### src/rtl/mul4_seq.sv
// Sequential shift-and-add unsigned multiplier built on a carry-chained sum4 adder.
// Start accepted in IDLE; product and a one-cycle done pulse appear WIDTH cycles later.

module sum4 (
  input  logic [3:0] x,
  input  logic [3:0] y,
  input  logic       ci,
  output logic [3:0] s,
  output logic       co
);
  assign {co, s} = {1'b0, x} + {1'b0, y} + {4'b0000, ci};
endmodule

module mul4_seq #(
  parameter int WIDTH = 4
) (
  input  logic                 clk,
  input  logic                 reset,
  input  logic                 start,
  input  logic [WIDTH-1:0]     a,
  input  logic [WIDTH-1:0]     b,
  output logic                 busy,
  output logic                 done,
  output logic [2*WIDTH-1:0]   p
);
  localparam int CW = (WIDTH > 1) ? $clog2(WIDTH) : 1;
  localparam int NS = WIDTH / 4;

  typedef enum logic [1:0] {IDLE = 2'd0, RUN = 2'd1, DONE = 2'd2} state_t;

  state_t               state_q, state_d;
  logic [WIDTH-1:0]     m_q, m_d;
  logic [WIDTH-1:0]     acc_q, acc_d;
  logic [WIDTH-1:0]     q_q, q_d;
  logic [CW-1:0]        cnt_q, cnt_d;
  logic                 busy_q, busy_d;
  logic                 done_q, done_d;
  logic [2*WIDTH-1:0]   p_q, p_d;

  logic [WIDTH-1:0]     addend;
  logic [WIDTH-1:0]     sum;
  logic [NS:0]          cy;
  logic                 c;

  assign addend = q_q[0] ? m_q : '0;
  assign cy[0]  = 1'b0;
  assign c      = cy[NS];

  for (genvar i = 0; i < NS; i++) begin : g_sum
    sum4 u_sum4 (
      .x  (acc_q[4*i +: 4]),
      .y  (addend[4*i +: 4]),
      .ci (cy[i]),
      .s  (sum[4*i +: 4]),
      .co (cy[i+1])
    );
  end

  always_comb begin
    state_d = state_q;
    m_d     = m_q;
    acc_d   = acc_q;
    q_d     = q_q;
    cnt_d   = cnt_q;
    busy_d  = busy_q;
    done_d  = 1'b0;
    p_d     = p_q;
    case (state_q)
      IDLE: begin
        if (start) begin
          state_d = RUN;
          m_d     = a;
          q_d     = b;
          acc_d   = '0;
          cnt_d   = CW'(WIDTH - 1);
          busy_d  = 1'b1;
        end
      end
      RUN: begin
        // Right shift of {carry, sum, multiplier} keeps the adder carry in acc's MSB.
        acc_d = {c, sum[WIDTH-1:1]};
        q_d   = {sum[0], q_q[WIDTH-1:1]};
        cnt_d = cnt_q - 1'b1;
        if (cnt_q == '0) begin
          p_d     = {c, sum, q_q[WIDTH-1:1]};
          state_d = DONE;
          busy_d  = 1'b0;
          done_d  = 1'b1;
        end
      end
      DONE: begin
        state_d = IDLE;
      end
      default: begin
        state_d = IDLE;
        busy_d  = 1'b0;
      end
    endcase
  end

  always_ff @(posedge clk or posedge reset) begin
    if (reset) begin
      state_q <= IDLE;
      m_q     <= '0;
      acc_q   <= '0;
      q_q     <= '0;
      cnt_q   <= '0;
      busy_q  <= 1'b0;
      done_q  <= 1'b0;
      p_q     <= '0;
    end else begin
      state_q <= state_d;
      m_q     <= m_d;
      acc_q   <= acc_d;
      q_q     <= q_d;
      cnt_q   <= cnt_d;
      busy_q  <= busy_d;
      done_q  <= done_d;
      p_q     <= p_d;
    end
  end

  assign busy = busy_q;
  assign done = done_q;
  assign p    = p_q;
endmodule

### config.mk
export PLATFORM = sky130hd
export DESIGN_NAME = mul4_seq
export DESIGN_NICKNAME = d
export VERILOG_FILES = /design/src/rtl/mul4_seq.sv
export SDC_FILE = /design/constraint.sdc
export NUM_CORES = 1
export LEC_CHECK = 0
export BUFFER_PORTS_ARGS = -buffer_cell sky130_fd_sc_hd__buf_2
export CAP_MARGIN = 20
export CORE_MARGIN = 3
export CORE_UTILIZATION = 35
export CTS_CLUSTER_DIAMETER = 60
export DETAILED_ROUTE_END_ITERATION = 6
export MAX_ROUTING_LAYER = met4
export SETUP_SLACK_MARGIN = 0.2
export SLEW_MARGIN = 20
export SYNTH_ARGS = -nofsm -noshare
export SYNTH_HDL_FRONTEND = slang
export SYNTH_SLANG_ARGS = --single-unit
### constraint.sdc
create_clock -name clk -period 3.55 [get_ports clk]
set_input_delay 0.5325 -clock clk [delete_from_list [all_inputs] [get_ports clk]]
set_output_delay 0.5325 -clock clk [all_outputs]
set_load 0.05 [all_outputs]
==> results.cfg <==
[outcome]
outcome = finished clean

[synth]
synth_warnings = 0
synth_edf_count = 0
synth_flop_cell = dfrtp_1
synthDistinctLibCells = 28
syn_area_per_cell_um2 = 10.84
netlist_area_um2 = 1246
syn-num-nets = 132
synthCells = 115
synth_seq_cells = 26
synth-seq-area-share_pct = 52.21
ys_async_sr_fraction_pct = 100.0

[power]
max-vdd-ir-drop_uv = 199.1
combPwrFrac_pct = 44.5
power_density_nw_per_um2 = 886.0
power_switching_share_pct = 41.96
p_sw_mw = 0.5368
p_clk_share_pct = 15.7
power_leakage_nw = 0.7741
p_seq_share_pct = 39.8
p_int_mw = 0.7424

[layout]
fin_cells = 183
final_cell_mix = nand2_1, dfrtp_1, buf_2, o21ai_0, a21oi_1
diodes = 0
syn2layout_area_growth_pct = 15.86
drive_gt1_share_pct = 26.28
final_area_um2 = 1444
nets = 155

[die]
row_count = 21
start_util_pct = 36.77
die_w_um = 65.67
core_um2 = 3390
die-area_um2 = 4313
num_io_pins = 21
fp.dieH_um = 65.67

[clocking]
root_buffer = clkbuf_4
cts_htree_levels = 1
clock-sinks = 26
cts_setup_buffers = 0
cts_tree = yes
holdBufCountCts = 0
cts.path.max_buffers = 2
clk_pin_slew_worst_paths_ps = 140
cts_buffers = 3
clk_latency_ps = 320
cts_resized = 0

[critical_path]
critPathKind = flop to flop
crit_path_max_fanout = 2
critPathTopFamily = adder cells
crit_arrival_ps = 2040
reg2reg_slack_ps = 1730
worstSetupStartpointType = flop
cp_data_required_time_ps = 3770
crit_path_top_delay_cell = fa_1
endpoint_kind = flop
path_cells = and2_1 -> ha_1 -> fa_1 -> a21o_1 -> a21oi_1 -> o21ai_0
path_buf_inv = 0
critPathMaxStageDelay_ps = 450

[routing]
wl_mm = 2.334
drc_errors = 0
drt_iter0_markers = 64
vias = 857
drt_first_pass_iters = 4
wl_per_cell_um = 12.75
drtAntennaViolNets = 0
vias_per_cell = 4.683

[timing]
finalCritPeriodShare_pct = 51.39
rsz0062_at_grt = no
slew_headroom_pct = 67.87
fmax_mhz = 548.1
finalSetupTns_ps = 0
timing.hold.ws_ps = 135.2
setup_viol = 0
fin_crit_ps = 1824
hold_viol = 0
drv_slew = 0
skew_ps = 7.289
worstMarginPinSlew_ps = 482.0
fin_ws_ps = 1726

[grt]
grt_pass1_wl_mm = 3.815
grt_usage_pct = 11.92
gr-total-overflow = 0
grt_max_degree = 27
antenna_found_initial = 0
grt_pass1_vias = 796

[placement]
dp_cells = 178
post_dp_cell_area_um2 = 1376
place_ws_ps = 1774
dp_hpwl_mm = 1.727
portBuffers = 20
place.gp.congestion = 0.8159

[run]
maxCapViolations = 0

[worst_hold_path]
hp-class = input port to asynchronous set/reset pin
layout make-up:
cell class | count | area [um^2]
Fill cell | 336 | 1946
Sequential cell | 26 | 650.6
Multi-Input combinational cell | 79 | 541.8
Timing Repair Buffer | 21 | 115.1
Tap cell | 46 | 57.56
Clock inverter | 1 | 30.03
Inverter | 7 | 26.28
Clock buffer | 3 | 22.52
worst paths after layout:
path                            end   start  cells past startpoint
max in group asynchronous      busy   reset                      3
hold / removal               q_q[2]   reset                      2
hold reg to reg                p[3]    p[3]                      2
min in group clk             m_q[1]    a[1]                      2
setup / recovery           acc_q[3]  m_q[0]                      6
setup reg to reg           acc_q[3]  m_q[0]                      6
layer usage:
layer  share of wire, %  wire length [um]  track usage (%)  up-vias
met5                  0                 0                -        -
met4               0.43                10            6.218        0
met3                4.2                97            2.051        2
met2                 50              1169            18.52       19
met1                 45              1057            14.82      402
li1                   -                 -                -      434
power by group through the flow:
stage	Combinational [mW]	Clock, mW	Sequential (mW)
floorplan	0.346	0	0.618
global placement	0.551	0	0.511
detailed placement	0.567	0	0.518
CTS	0.571	0.207	0.512
global route	0.615	0.222	0.532
finish	0.569	0.201	0.509
cells by family (layout without fill, tap and decap cells):
logic type / after synthesis / count (layout) / share of synthesized area, %
DFF: 26 / 26 / 52.21
buffers and inverters: 10 / 32 / 4.316
adders and majority gates: 6 / 6 / 6.627
muxes: 4 / 4 / 4.819
AOI/OAI and AO/OA: 24 / 24 / 11.75
and+or+nand+nor: 44 / 44 / 19.58
xor gates and xnor gates: 1 / 1 / 0.7029
state kept, by name (all words and copies together) (netlist names):
name and count:
p 8, m_q 4, acc_q 4, done 1, q_q 4, busy 1, state_q 2, cnt_q 2
through the flow:
step	total power [mW]	utilization [%]
floorplan	0.9643	-
global placement	1.062	40.61
detailed placement	1.086	40.61
CTS	1.291	42.16
global route	1.369	42.60
finish	1.279	42.60
cell usage after synthesis (2+ instances only):
library cell | n | area [um^2]
buf_6 | 2 | 22.52
ha_1 | 5 | 62.56
dfrtp_1 | 26 | 650.6
inv_1 | 6 | 22.52
nor2b_4 | 2 | 27.53
nand2_1 | 26 | 97.59
o21ai_0 | 9 | 45.04
nand4_1 | 2 | 12.51
mux2_4 | 4 | 60.06
and2_1 | 4 | 25.02
a21oi_1 | 7 | 35.03
a211o_1 | 2 | 17.52
nand3_1 | 3 | 15.01
a22oi_1 | 2 | 15.01
and3b_1 | 2 | 17.52
(Power assumes the default switching activity.)
